### src/rtl/timer_bank_pkg.sv
// Shared definitions for the timer bank: register map, control bits,
// channel state encoding and prescaler select decoding.
package timer_bank_pkg;

    // Per-channel register offsets (low nibble of the channel-relative address)
    localparam logic [3:0] OFF_CTRL      = 4'd0;
    localparam logic [3:0] OFF_STATUS    = 4'd1;
    // Upper two offset bits select the multi-byte register group
    localparam logic [1:0] OFF_RELOAD_HI  = 2'b01;
    localparam logic [1:0] OFF_COMPARE_HI = 2'b10;
    localparam logic [1:0] OFF_COUNT_HI   = 2'b11;

    // CTRL bit positions
    localparam int CTRL_GO     = 0;
    localparam int CTRL_EN     = 1;
    localparam int CTRL_AUTO   = 2;
    localparam int CTRL_PWM_EN = 3;
    localparam int CTRL_IE     = 4;
    localparam int CTRL_PS_LSB = 5;

    // STATUS bit positions
    localparam int STATUS_INT = 0;

    // Shared prescaler width and the "every cycle" prescaler select
    localparam int         PSC_W   = 7;
    localparam logic [2:0] PS_DIV1 = 3'd0;

    typedef enum logic {
        ST_IDLE = 1'b0,
        ST_RUN  = 1'b1
    } ch_state_e;

    // A channel ticks when the low ps bits of the prescaler are all ones,
    // which divides the clock by 2^ps; ps=0 ticks every cycle.
    function automatic logic ps_tick(input logic [PSC_W-1:0] psc, input logic [2:0] ps);
        logic [PSC_W-1:0] mask;
        mask = ~({PSC_W{1'b1}} << ps);
        return (ps == PS_DIV1) || ((psc & mask) == mask);
    endfunction

endpackage

### src/rtl/timer_channel.sv
// One timer channel: control/reload/compare registers, up-counter with
// IDLE/RUN state machine, shadowed compare, registered PWM and sticky INT.
module timer_channel
    import timer_bank_pkg::*;
#(
    parameter int CNT_W = 16
) (
    input  logic                 clk_in,
    input  logic                 rst,
    input  logic                 tick_i,
    input  logic                 ctrl_we_i,
    input  logic                 sts_we_i,
    input  logic [CNT_W/8-1:0]   reload_we_i,
    input  logic [CNT_W/8-1:0]   cmp_we_i,
    input  logic [7:0]           wdata_i,
    output logic [7:0]           ctrl_o,
    output logic                 int_o,
    output logic [31:0]          reload_o,
    output logic [31:0]          compare_o,
    output logic [31:0]          count_o,
    output logic                 pwm_o
);

    localparam int NB = CNT_W / 8;

    logic [7:0]       ctrl_q, ctrl_d;
    logic             int_q, int_d;
    logic [CNT_W-1:0] reload_q, reload_d;
    logic [CNT_W-1:0] compare_q, compare_d;
    logic [CNT_W-1:0] count_q, count_d;
    logic [CNT_W-1:0] shadow_q, shadow_d;
    ch_state_e        state_q, state_d;
    logic             pwm_q, pwm_d;
    logic             hw_int;

    // Next-state: register writes, run/stop control, counting and rollover
    always_comb begin
        ctrl_d    = ctrl_q;
        reload_d  = reload_q;
        compare_d = compare_q;
        count_d   = count_q;
        shadow_d  = shadow_q;
        state_d   = state_q;
        hw_int    = 1'b0;

        for (int b = 0; b < NB; b++) begin
            if (reload_we_i[b]) reload_d[b*8 +: 8] = wdata_i;
            if (cmp_we_i[b])    compare_d[b*8 +: 8] = wdata_i;
        end

        case (state_q)
            ST_IDLE: begin
                if (ctrl_q[CTRL_EN] && ctrl_q[CTRL_GO]) begin
                    count_d  = reload_q;
                    shadow_d = compare_q;
                    state_d  = ST_RUN;
                end
            end
            ST_RUN: begin
                if (!ctrl_q[CTRL_EN] || !ctrl_q[CTRL_GO]) begin
                    state_d = ST_IDLE;
                end else if (tick_i) begin
                    if (&count_q) begin
                        hw_int   = 1'b1;
                        count_d  = reload_q;
                        shadow_d = compare_q;
                        if (!ctrl_q[CTRL_AUTO]) begin
                            ctrl_d[CTRL_GO] = 1'b0;
                            state_d         = ST_IDLE;
                        end
                    end else begin
                        count_d = count_q + 1'b1;
                    end
                end
            end
            default: state_d = ST_IDLE;
        endcase

        if (!ctrl_q[CTRL_EN]) ctrl_d[CTRL_GO] = 1'b0;
        // A software CTRL write overrides any hardware GO clear this cycle
        if (ctrl_we_i) ctrl_d = wdata_i;

        // Hardware set beats a same-cycle write-1-to-clear
        int_d = int_q;
        if (sts_we_i && wdata_i[STATUS_INT]) int_d = 1'b0;
        if (hw_int) int_d = 1'b1;

        // PWM is computed from next-state values so it lines up with count_q
        pwm_d = (state_d == ST_RUN) && ctrl_d[CTRL_PWM_EN] && (count_d < shadow_d);
    end

    // State register
    always_ff @(posedge clk_in) begin
        if (rst) begin
            ctrl_q    <= '0;
            int_q     <= 1'b0;
            reload_q  <= '0;
            compare_q <= '0;
            count_q   <= '0;
            shadow_q  <= '0;
            state_q   <= ST_IDLE;
            pwm_q     <= 1'b0;
        end else begin
            ctrl_q    <= ctrl_d;
            int_q     <= int_d;
            reload_q  <= reload_d;
            compare_q <= compare_d;
            count_q   <= count_d;
            shadow_q  <= shadow_d;
            state_q   <= state_d;
            pwm_q     <= pwm_d;
        end
    end

    // Zero-extend the multi-byte registers to a full 32-bit read view
    always_comb begin
        reload_o  = '0;
        compare_o = '0;
        count_o   = '0;
        reload_o[CNT_W-1:0]  = reload_q;
        compare_o[CNT_W-1:0] = compare_q;
        count_o[CNT_W-1:0]   = count_q;
    end

    assign ctrl_o = ctrl_q;
    assign int_o  = int_q;
    assign pwm_o  = pwm_q;

endmodule

### src/rtl/timer_bank.sv
// Bank of N_CH timer channels sharing one free-running prescaler, with a
// byte-wide register bus (address decode and registered read mux).
module timer_bank
    import timer_bank_pkg::*;
#(
    parameter int         N_CH  = 2,
    parameter int         CNT_W = 16,
    parameter logic [7:0] BASE  = 8'h00
) (
    input  logic            clk_in,
    input  logic            rst,
    input  logic [7:0]      address,
    input  logic [7:0]      wdata,
    input  logic            wen,
    input  logic            ren,
    output logic [7:0]      rdata,
    output logic [N_CH-1:0] pwm_out,
    output logic            irq
);

    localparam int NB = CNT_W / 8;

    logic [PSC_W-1:0] psc_q;
    logic [8:0]       rel_full;
    logic [7:0]       rel;
    logic             in_range;
    logic [1:0]       sel_ch;
    logic [3:0]       off;
    logic [7:0]       rd_d;
    logic [7:0]       rdata_q;

    logic [7:0]       ch_ctrl   [N_CH];
    logic [31:0]      ch_reload [N_CH];
    logic [31:0]      ch_cmp    [N_CH];
    logic [31:0]      ch_count  [N_CH];
    logic [N_CH-1:0]  ch_int;
    logic [N_CH-1:0]  irq_vec;

    // Channel-relative address; a borrow means the address is below BASE
    assign rel_full = {1'b0, address} - {1'b0, BASE};
    assign rel      = rel_full[7:0];
    assign in_range = !rel_full[8] && (rel < 8'(16 * N_CH));
    assign sel_ch   = rel[5:4];
    assign off      = rel[3:0];

    // Shared prescaler free-runs; only reset clears it
    always_ff @(posedge clk_in) begin
        if (rst) psc_q <= '0;
        else     psc_q <= psc_q + 1'b1;
    end

    genvar gi;
    generate
        for (gi = 0; gi < N_CH; gi++) begin : g_ch
            logic          hit;
            logic          tick;
            logic          ctrl_we;
            logic          sts_we;
            logic [NB-1:0] reload_we;
            logic [NB-1:0] cmp_we;

            assign hit       = wen && in_range && (sel_ch == 2'(gi));
            assign ctrl_we   = hit && (off == OFF_CTRL);
            assign sts_we    = hit && (off == OFF_STATUS);
            // Byte lanes beyond the counter width fall off the cast and are ignored
            assign reload_we = {NB{hit && (off[3:2] == OFF_RELOAD_HI)}}  & NB'(4'b0001 << off[1:0]);
            assign cmp_we    = {NB{hit && (off[3:2] == OFF_COMPARE_HI)}} & NB'(4'b0001 << off[1:0]);
            assign tick      = ps_tick(psc_q, ch_ctrl[gi][CTRL_PS_LSB +: 3]);
            assign irq_vec[gi] = ch_int[gi] & ch_ctrl[gi][CTRL_IE];

            timer_channel #(
                .CNT_W (CNT_W)
            ) u_channel (
                .clk_in      (clk_in),
                .rst         (rst),
                .tick_i      (tick),
                .ctrl_we_i   (ctrl_we),
                .sts_we_i    (sts_we),
                .reload_we_i (reload_we),
                .cmp_we_i    (cmp_we),
                .wdata_i     (wdata),
                .ctrl_o      (ch_ctrl[gi]),
                .int_o       (ch_int[gi]),
                .reload_o    (ch_reload[gi]),
                .compare_o   (ch_cmp[gi]),
                .count_o     (ch_count[gi]),
                .pwm_o       (pwm_out[gi])
            );
        end
    endgenerate

    // Read mux: unmapped addresses and offsets return zero
    always_comb begin
        rd_d = '0;
        for (int c = 0; c < N_CH; c++) begin
            if (in_range && (sel_ch == 2'(c))) begin
                if (off == OFF_CTRL)                  rd_d = ch_ctrl[c];
                else if (off == OFF_STATUS)           rd_d[STATUS_INT] = ch_int[c];
                else if (off[3:2] == OFF_RELOAD_HI)   rd_d = ch_reload[c][{off[1:0], 3'b000} +: 8];
                else if (off[3:2] == OFF_COMPARE_HI)  rd_d = ch_cmp[c][{off[1:0], 3'b000} +: 8];
                else if (off[3:2] == OFF_COUNT_HI)    rd_d = ch_count[c][{off[1:0], 3'b000} +: 8];
            end
        end
    end

    // Read data register captures on ren and holds otherwise
    always_ff @(posedge clk_in) begin
        if (rst)      rdata_q <= '0;
        else if (ren) rdata_q <= rd_d;
    end

    assign rdata = rdata_q;
    assign irq   = |irq_vec;

endmodule

### config.mk
export PLATFORM = sky130hd
export DESIGN_NAME = timer_bank
export DESIGN_NICKNAME = d
export VERILOG_FILES = /design/src/rtl/timer_bank_pkg.sv /design/src/rtl/timer_channel.sv /design/src/rtl/timer_bank.sv
export SDC_FILE = /design/constraint.sdc
export NUM_CORES = 1
export LEC_CHECK = 0
export ABC_AREA = 1
export CORE_UTILIZATION = 55
export CTS_BUF_LIST = sky130_fd_sc_hd__clkbuf_8
export DETAILED_ROUTE_END_ITERATION = 6
export GPL_TIMING_DRIVEN = 0
export PLACE_DENSITY_LB_ADDON = 0.05
export SETUP_SLACK_MARGIN = 0.5
export SLEW_MARGIN = 20
export SYNTH_ARGS = -nofsm -noshare
export SYNTH_HDL_FRONTEND = slang
export SYNTH_SLANG_ARGS = --single-unit
### constraint.sdc
create_clock -name clk_in -period 4.37 [get_ports clk_in]
set_input_delay 0.437 -clock clk_in [delete_from_list [all_inputs] [get_ports clk_in]]
set_output_delay 0.437 -clock clk_in [all_outputs]
set_load 0.02 [all_outputs]
* After elaboration in Yosys (flattened, before gate mapping)
Cells that the tools add are included.
** Storage, ports and cells
- Input port bits :: 20
- Flip-flop bits (word level) :: 165
** Cells by class
- Reduce and logical (&&, ||, !) cells :: 40
- Add/subtract/negate cells :: 3
- Equality and inequality tests :: 17
- Shift-type cells :: 9
- Bitwise logic cells :: 12
- Muxes and demuxes :: 72
- $lt $le $gt $ge :: 3
** Operators with widths (number)
- 16-bit two-way mux :: 16
- 32-bit by 6-bit indexed part select with 8-bit output :: 6
- 16-bit case mux with 2 select lines :: 4
- 8-bit two-way mux :: 10
- 1-bit two-way mux :: 36
- 16-bit by 1-bit adder with 16-bit output (second input constant) :: 2
- 16-bit less-than comparator :: 2
- 16-bit AND reduction :: 2
- 3-bit != test (second input constant) :: 10
- 1-bit logical AND :: 21
- 7-bit bitwise AND :: 2
- 7-bit == test :: 2
- 7-bit two-way mux :: 2
- 7-bit NOT :: 2
- 7-bit by 3-bit << shifter with 7-bit output (first input constant) :: 2
- 5-bit AND reduction :: 2
- 2-bit bitwise AND :: 4
- 8-bit by 6-bit less-than comparator with 1-bit output (second input constant) :: 1
- 4-bit two-way mux :: 2
- 7-bit by 1-bit adder with 7-bit output (second input constant) :: 1
- 3-bit zero test :: 2
- 2-bit by 1-bit == test with 1-bit output (second input constant) :: 2
- 2-bit == test (second input constant) :: 2
- 4-bit by 1-bit == test with 1-bit output (second input constant) :: 1
- other kinds (10) :: 20

* Longest topological paths before layout
Gate-level depths: netlist of run 1.
- Depth in word-level cells :: 13
- Gate-level depth with buffers :: 22
- Depth with buffers taken out :: 22

* Cells and area by module
A second synthesis of run 1 with hierarchy kept.
** Unflattened totals
- Cell total of the unflattened synthesis :: 1696
- Area, all modules :: 10946.7 um2
** Modules (own cells, without submodules)
- timer_channel (g_ch[0].u_channel) :: area each 4053.9 um2, instances 1, cells an instance 554
- timer_channel (g_ch[1].u_channel) :: area each 3997.6 um2, instances 1, cells an instance 540
- timer_bank :: area each 2895.3 um2, instances 1, cells an instance 602

* Least setup slack after synthesis of run 1
Ideal clock, no wire load.
- Kind :: register to register
- Start :: register g_ch[0].u_channel.count_q[1]
- End :: register g_ch[0].u_channel.pwm_q
- Buffers on the path :: 1
- Required time :: 4.304 ns
- Arrival :: 2.607 ns
- Path slack :: 1.697 ns
- Setup time :: 0.066 ns
- Stages on the path, launching flop included :: 21
- Cell sequence :: dfxtp_1 > ha_1 > nand2_1 > nor2_2 > nand3_2 > nor2_4 > nand3_2 > nor2_4 > nand2_4 > buf_4 > o221ai_1 > nand2_1 > inv_1 > ha_1 > a21oi_1 > o21ai_0 > nand3_1 > nand2_1 > nand3_1 > nand4_1 > a21oi_2
** Between the ends
- Longest elaborated chain between the ends :: 7
- Elaborated cells on any way between the ends :: 18
** Ends and longest elaborated chain
- start, declared :: line timer_channel.sv:30 : logic [CNT_W-1:0] count_q, count_d;
- start signal, assigned :: line timer_channel.sv:108 : count_q <= count_d;
- 16-bit by 1-bit adder with 16-bit output / 16-bit AND reduction (equally long branches) :: line timer_channel.sv:72, timer_channel.sv:63
- 16-bit two-way mux * :: line timer_channel.sv:63 : if (&count_q) begin
- 16-bit two-way mux * :: line timer_channel.sv:62 : end else if (tick_i) begin
- 16-bit two-way mux * :: line timer_channel.sv:60 : if (!ctrl_q[CTRL_EN] || !ctrl_q[CTRL_GO]) begin
- 16-bit case mux with 2 select lines * :: line timer_channel.sv:51 : case (state_q)
- named net g_ch[0].u_channel.count_d[11] :: line timer_channel.sv:30
- 16-bit less-than comparator * :: line timer_channel.sv:89 : pwm_d = (state_d == ST_RUN) && ctrl_d[CTRL_PWM_EN] && (count_d < shadow_d);
- 1-bit logical AND * :: line timer_channel.sv:89
- end signal, assigned :: line timer_channel.sv:111 : pwm_q <= pwm_d;
- end, declared :: line timer_channel.sv:33 : logic pwm_q, pwm_d;
Mark *: on every way through the listed nets, which the timed path passes. The rest lies on a longest branch.
A chain may end at the register's enable or synchronous reset.

* Worst setup path in the final report of run 1
- Start :: register g_ch[1].u_channel.count_q[1]
- End :: register g_ch[1].u_channel.pwm_q
** Between the ends
- Longest elaborated chain between the ends :: 7
- Elaborated cells on any way between the ends :: 18
** Ends and longest elaborated chain (line)
- start, declared :: timer_channel.sv:30
- start signal, assigned :: timer_channel.sv:108
- 16-bit by 1-bit adder with 16-bit output / 16-bit AND reduction (equally long branches) :: timer_channel.sv:72, timer_channel.sv:63
- 16-bit two-way mux * :: timer_channel.sv:63
- 16-bit two-way mux * :: timer_channel.sv:62
- 16-bit two-way mux * :: timer_channel.sv:60
- 16-bit case mux with 2 select lines * :: timer_channel.sv:51
- named net g_ch[1].u_channel.count_d[11] :: timer_channel.sv:30
- 16-bit less-than comparator * :: timer_channel.sv:89
- 1-bit logical AND * :: timer_channel.sv:89
- end signal, assigned :: timer_channel.sv:111
- end, declared :: timer_channel.sv:33
Marks and branches as above.

==> results of run 1 <==
==> critical path: cells and delay by family, from the launching register on <==
kind,cells,cell delay [ns]
AND/OR/NAND/NOR,12,1.48
AO/OA/AOI/OAI,4,0.67
adder cells (fa/ha/maj),2,0.60
flip-flops,1,0.50
buffers and inverters,1,0.22
==> synth_stat cells, drive strengths merged (6+ instances only) <==
cell type  number  area [µm²]
clkbuf         49       183.9
a22oi          16       120.1
a221oi         24       272.8
o211ai         21       157.7
dfxtp         165        3303
nand3          36       242.7
o21ai         166       830.8
and2            9       56.30
a211oi         36       270.3
nand2         183       706.9
a21oi         144       732.0
a31oi          10       62.56
o221ai         21       190.2
ha             33       412.9
buf            25       143.9
xor2            9       78.83
o22ai          21       131.4
nand4           9       71.32
nor2          188       793.3
inv           146       548.0
clkinv          6       22.52
nor3           18       105.1
==> cell type report <==
cell class	count	area, µm²	area share [%]
inverters	152	570.5	5.360
repair buffers	28	280.3	2.633
plain buffers	74	327.8	3.079
flip-flops and latches	165	3303	31.03
multi-input cells	969	5455	51.25
well taps	225	281.5	2.645
clock buffers	17	234.0	2.198
clock inverters	15	192.7	1.810
==> flip-flops by register name (all words and copies together), names as in the netlist <==
name                      cells
g_ch.u_channel.compare_q     32
g_ch.u_channel.count_q       32
g_ch.u_channel.ctrl_o        16
g_ch.u_channel.int_o          2
g_ch.u_channel.pwm_o          2
g_ch.u_channel.reload_q      32
g_ch.u_channel.shadow_q      32
g_ch.u_channel.state_q        2
psc_q                         7
rdata                         8
==> cells by family after synthesis <==
kind of cell	synth area share, %
compound gates	30.32
buf+inv	9.303
mux	0.1166
flops	34.21
simple gates	20.60
fa+ha+maj	4.276
xor+xnor	1.179
==> final timing paths <==
| kind | start | end | slack, ns | depth (start not counted) |
|---|---|---|---|---|
| worst max-delay path | g_ch[1].u_channel.count_q[1] | g_ch[1].u_channel.pwm_o | 0.83 | 19 |
| worst min-delay path | rdata[3] | rdata[3] | 0.49 | 2 |
| worst max register to register | g_ch[1].u_channel.count_q[1] | g_ch[1].u_channel.pwm_o | 0.83 | 19 |
| worst min register to register | rdata[3] | rdata[3] | 0.49 | 2 |
==> cells in the final DEF, fill, tap and decap left out, types with 6 or more instances in the layout <==
master,Yosys,final
nor2_2,8,8
a21oi_1,141,141
nand3_1,28,28
buf_2,10,10
a22oi_1,16,16
nor2_4,9,9
a221oi_1,14,14
o211ai_1,21,21
o21ai_0,163,163
o221ai_1,20,20
a211oi_1,36,36
clkbuf_1,49,49
ha_1,33,33
nand4_1,8,8
a221oi_2,10,10
nor2_1,171,171
dfxtp_1,165,165
clkdlybuf4s50_1,0,28
inv_2,6,6
and2_1,9,9
a31oi_1,10,10
nor3_1,15,15
clkbuf_8,0,17
nand2_1,179,179
inv_1,140,141
buf_1,7,7
clkinv_1,6,6
o22ai_1,21,21
xor2_1,9,9
buf_4,6,6
==> routing by layer <==
layer	vias to the layer above	wire [µm]
met1	4716	13820
met4	0	2524
met5	-	0
met2	533	15940
met3	152	2788
li1	4817	-
==> where the power goes <==
group / internal, W / switching, W / total [W] / leakage (nW)
Combinational: 0.0000488 / 0.000134 / 0.000183 / 2.36
Clock: 0.000581 / 0.000672 / 0.00125 / 0.218
Sequential: 0.00151 / 0.00000610 / 0.00152 / 1.33
Total: 0.00214 / 0.000812 / 0.00295 / 3.91
==> per-stage QoR <==
step / hold slack, ns / utilization [%] / instances
6_report: 0.4944 / 61.76 / 1645
2_1_floorplan: 0.4346 / - / 1360
3_3_place_gp: 0.4604 / 59.28 / 1613
4_1_cts: 0.4870 / 61.76 / 1645
5_1_grt: 0.5203 / 61.76 / 1645
3_5_place_dp: 0.4719 / 59.28 / 1613
==> impl_metrics.json, run 1 <==
{
  "antenna_found_initial": 0,
  "violations": "DRC",
  "fin_area_mm2": 0.01065,
  "drv_cap": 0,
  "num_vias": 10220,
  "drt_iter0_markers": 1012,
  "gp_congestion": 0.9958,
  "seq_area_frac_synth_pct": 34.21,
  "routed_wl_um": 35080,
  "synthCells": 1360,
  "drive_gt1_share_pct": 7.394,
  "fmax_ghz": 0.2828,
  "synth_ff_type": "dfxtp_1",
  "core_mm2": 0.01724,
  "area_delta_synth_final_pct": 10.24,
  "hold_viol": 0,
  "cts_tree": "built",
  "tns_ns": 0,
  "outcome": "finished, violations left",
  "start_util_pct": 56.02,
  "grt_start_max_net_pins": 17,
  "finalPower_w": 0.002953,
  "worstMarginPinSlew_ns": 0.8764,
  "ys_types": 53,
  "use_met3_pct": 7.995,
  "hp-class": "flop to flop",
  "ir_worst_vdd_uv": 215.6,
  "timing.final.crit_share_pct": 80.91,
  "vias_per_cell": 6.212,
  "ys.warnings.count": 0,
  "synth_async_sr_flop_share_pct": 0,
  "num_io_pins": 31,
  "cts.htree.levels": 4,
  "crit_top_cell": "nor2_4",
  "firstDrtPassIters": 7,
  "fp.dieH_um": 134.5,
  "timing.final.crit_period_ns": 3.536,
  "grt_first_pass_wirelength_um": 53550,
  "grt_pass1_vias": 9410,
  "cts.sinks": 165,
  "rsz0062_at_grt": "no",
  "dieArea_mm2": 0.01809,
  "grt_remaining_overflow": 0,
  "slew_violations": 0,
  "leakage_nw": 3.907,
  "cts_resized": 0,
  "finClkSkew_ns": 0.01836,
  "syn-num-nets": 1413,
  "syn-cell-area_mm2": 0.009657,
  "critical_path.startpoint_type": "flop",
  "clkTransAtPathRegs_ns": 0.10,
  "ctsRootBufferMaster": "clkbuf_8",
  "grtUsageMet2_pct": 63.50,
  "worst_path_largest_cell_delay_ns": 0.50,
  "post-dp-hpwl_um": 26490,
  "clockBufferDepth": 2,
  "grt-busiest-layer": "met2",
  "drcViolationCount": 7,
  "worstPathRequired_ns": 4.79,
  "fill_cells": 1618,
  "nets": 1460,
  "path_max_fanout": 10,
  "pre_cts_slack_ns": 0.9788,
  "met1_usage_pct": 47.62,
  "setup_viol": 0,
  "max-slew-margin-rel_pct": 41.58,
  "clk_latency_ns": 0.49,
  "port_buffers": 28,
  "crit_chain": "ha_1, nand3_2, nor2_4, nand2_2, nor2_4, nand3_4, nor2_4, buf_4, nor3_1, o21ai_0, nand2_1, ha_1, a21oi_1, o21ai_0, nand3_1, nand2_1, nand3_1, nand4_1, a21oi_1",
  "crit_slowest_cell": "dfxtp_1",
  "arrival_ns": 3.95,
  "cts_buffers": 17,
  "antenna_cells": 0,
  "worstSetupEndpointType": "flop",
  "wl_per_cell_um": 21.33,
  "placementRows": 48,
  "avgSynthCellArea_um2": 7.101,
  "synth_edf_count": 0,
  "hold_buffers": 0,
  "drtAntennaViolNets": 0,
  "setup_ws_ns": 0.8342,
  "criticalPathCategory": "flop to flop",
  "powerDensity_mw_per_mm2": 277.4,
  "track_usage_pct": 39.59,
  "place_area_mm2": 0.01022,
  "cts_setup_buffers": 0,
  "die-width_um": 134.5,
  "ys_seq_elements": 165
}
Note: power is estimated with default switching activity, not from simulation.
==> run 2, diff against run 1 <==
==> constraint.sdc (replaced) <==
create_clock -name clk_in -period 3.1 [get_ports clk_in]
set_input_delay 0.31 -clock clk_in [delete_from_list [all_inputs] [get_ports clk_in]]
set_output_delay 0.31 -clock clk_in [all_outputs]
set_load 0.02 [all_outputs]
==> run 2 against run 1 <==
  * Routed wire length is 7.8% higher
  * Critical path depth down 3
  * Largest power group unchanged
  * Critical path type unchanged
  * First-iteration DRC count grew 6.7%
  * Clock skew up 0.00062 ns
  * Maximum frequency increased by 17%
  * Highest routed layer unchanged
  * The run still ends with DRC left
  * Global-route usage up 1.3 points
  * Sequential share of layout area decreased by 3.0 points
  * Worst hold slack got worse by 0.095 ns
  * Flip-flop and latch count unchanged
  * Register-to-register slack got worse by 0.76 ns
  * Via count is 6.4% higher
==> impl_metrics.json, run 2 (synthesized netlist as in run 1, its figures left out) <==
{
  "ff2ff_setup_slack_ns": 0.08,
  "grt_start_max_net_pins": 18,
  "tns_ns": 0,
  "ir_worst_vdd_uv": 297.0,
  "hp-class": "input port to flop",
  "hold_end": "rdata[2]",
  "arrival_ns": 3.46,
  "drv_cap": 0,
  "drive_gt1_share_pct": 19.36,
  "stdcell_count": 1723,
  "clkTransAtPathRegs_ns": 0.11,
  "drcViolationCount": 4,
  "worstMarginPinSlew_ns": 0.9147,
  "finClkSkew_ns": 0.01899,
  "nets": 1538,
  "post-dp-hpwl_um": 26610,
  "cts.htree.levels": 4,
  "dp_cells": 1613,
  "grt_pass1_vias": 9801,
  "grt_remaining_overflow": 0,
  "vias_per_cell": 6.308,
  "grt_first_pass_wirelength_um": 55170,
  "final_cell_mix": "nand2_1 (166), o21ai_0 (157), nor2_1 (157)",
  "reg2reg_to": "g_ch[1].u_channel.pwm_o",
  "drt_iter0_markers": 1080,
  "hold_viol": 0,
  "leakage_nw": 4.405,
  "path_max_fanout": 6,
  "min-delay-start": "address[2]",
  "cp_top_family": "compound AO/OA/AOI/OAI gates",
  "clockBufferDepth": 2,
  "gp_congestion": 1.004,
  "antenna_found_initial": 0,
  "worstSetupEndpointType": "flop",
  "outcome": "finished, violations left",
  "firstDrtPassIters": 7,
  "timing.final.crit_period_ns": 3.021,
  "fmax_ghz": 0.3310,
  "violations": "DRC",
  "crit_buf_inv": 3,
  "cts.sinks": 165,
  "crit_slowest_cell": "dfxtp_2",
  "reg2reg_from": "g_ch[1].u_channel.ctrl_o[6]",
  "fill_cells": 1514,
  "die-width_um": 134.5,
  "start_util_pct": 56.02,
  "track_usage_pct": 40.87,
  "whs_path_depth": 5,
  "fp.dieH_um": 134.5,
  "core_mm2": 0.01724,
  "seq_area_mm2": 0.003334,
  "slew_violations": 0,
  "rsz0062_at_grt": "yes",
  "crit_top_cell": "a21oi_2",
  "multi_input_area_mm2": 0.005944,
  "area_delta_synth_final_pct": 23.04,
  "critical_path.startpoint_type": "flop",
  "cts_buffers": 17,
  "worst_path_largest_cell_delay_ns": 0.37,
  "drtAntennaViolNets": 0,
  "antenna_cells": 0,
  "dieArea_mm2": 0.01809,
  "routed_wl_um": 37820,
  "wl_per_cell_um": 21.95,
  "final_common_cell": "nand2_1",
  "criticalPathCategory": "flop to flop",
  "num_vias": 10870,
  "worstPathRequired_ns": 3.54,
  "num_io_pins": 31,
  "placementRows": 48,
  "cts_tree": "built",
  "crit_chain": "inv_1, o21ai_0, a21oi_2, nand3_4, nor2_4, buf_6, buf_4, o21ai_0, a21oi_1, a21oi_2, ha_1, a21oi_2, nand2_1, nand3_1, nand4_1, a21oi_1",
  "timing.final.crit_share_pct": 97.45,
  "max-slew-margin-rel_pct": 39.02,
  "hold_buffers": 0,
  "powerDensity_mw_per_mm2": 335.7,
  "setup_viol": 0,
  "ctsRootBufferMaster": "clkbuf_8",
  "clk_latency_ns": 0.50,
  "r2r_cells": 16,
  "port_buffers": 28
}
run 2: cell count changes in the layout (fill, tap and decap cells not counted), sizes merged:
cell	previous run	this run
clkinv	10	6
bufinv	3	0
buf	25	100
clkbuf	66	70
inv	153	157
clkinvlp	1	3
run 2: layout make-up:
cell class	count	share of cell area, %
Clock buffer	18	2.085
Clock inverter	14	1.127
Timing Repair Buffer	106	8.267
Multi-Input combinational cell	969	50.03
Inverter	152	4.876
Tap cell	225	2.369
Buffer	74	3.180
Sequential cell	165	28.06
run 2: worst max path at each step:
stage | startpoint | end | slack [ns] | depth (start not counted)
3_3_place_gp | psc_q[0] | g_ch[1].u_channel.pwm_o | -0.14 | 18
5_1_grt | g_ch[1].u_channel.count_q[1] | g_ch[1].u_channel.pwm_o | 0.02 | 18
2_1_floorplan | g_ch[0].u_channel.count_q[1] | g_ch[0].u_channel.pwm_o | 0.47 | 17
3_5_place_dp | psc_q[0] | g_ch[1].u_channel.pwm_o | -0.13 | 18
4_1_cts | g_ch[1].u_channel.count_q[0] | g_ch[1].u_channel.pwm_o | 0.25 | 18
6_report | g_ch[1].u_channel.ctrl_o[6] | g_ch[1].u_channel.pwm_o | 0.08 | 16
run 2: what timing repair did:
action | in CTS | in global routing
pin swaps | 33 | 53
setup buffers | 41 | 34
resized for setup | 61 | 75
cloned | 1 | 2
endpoints found under the setup margin | 2 | 4
run 2: metal layers:
metal  routed length, µm  GRT usage [%]  vias to the layer above  part of all wire (%)
met3                3310          8.709                      180                   8.8
met2               17270          66.18                      655                    46
met1               14440          48.23                     5049                    38
met4                2795          29.09                        0                   7.4
met5                   0              0                        -                     0
li1                    -              -                     4984                     -
run 2: worst register-to-register path, cell delays in order, from the launching register on:
cell     delay, ns
dfxtp_2       0.37
inv_1         0.08
o21ai_0       0.10
a21oi_2       0.29
nand3_4       0.20
nor2_4        0.27
buf_6         0.17
buf_4         0.11
o21ai_0       0.08
a21oi_1       0.28
a21oi_2       0.09
ha_1          0.37
a21oi_2       0.12
nand2_1       0.07
nand3_1       0.06
nand4_1       0.13
a21oi_1       0.15
run 2: per-stage QoR:
stage	power [W]	setup WS, ns	area (µm²)	hold WS (ns)	utilization [%]
final	0.003988	0.07909	11880	0.3998	68.93
after global routing	0.004082	0.01927	11880	0.3940	68.93
after CTS	0.003986	0.2538	11250	0.3644	65.24
after detailed placement	0.002432	-0.1350	10300	0.4717	59.74
after global placement	0.002430	-0.1363	10300	0.4595	59.74
after floorplan	0.002311	0.4717	9736	0.4346	-
run 2: report_power, final:
| part | switching, W | internal (W) |
|---|---|---|
| clock | 0.000979 | 0.000616 |
| sequential | 0.00000874 | 0.00213 |
| combinational | 0.000190 | 0.0000696 |
==> run 3, diff against run 2 <==
--- a/config.mk
+++ b/config.mk
@@ -8,6 +8,7 @@
 export ABC_AREA = 1
 export CORE_UTILIZATION = 55
 export CTS_BUF_LIST = sky130_fd_sc_hd__clkbuf_8
+export CTS_CLUSTER_DIAMETER = 150
 export DETAILED_ROUTE_END_ITERATION = 6
 export GPL_TIMING_DRIVEN = 0
 export PLACE_DENSITY_LB_ADDON = 0.05
==> results of run 3 <==
The final DEF is identical to that of run 2; final timing and power are the same.
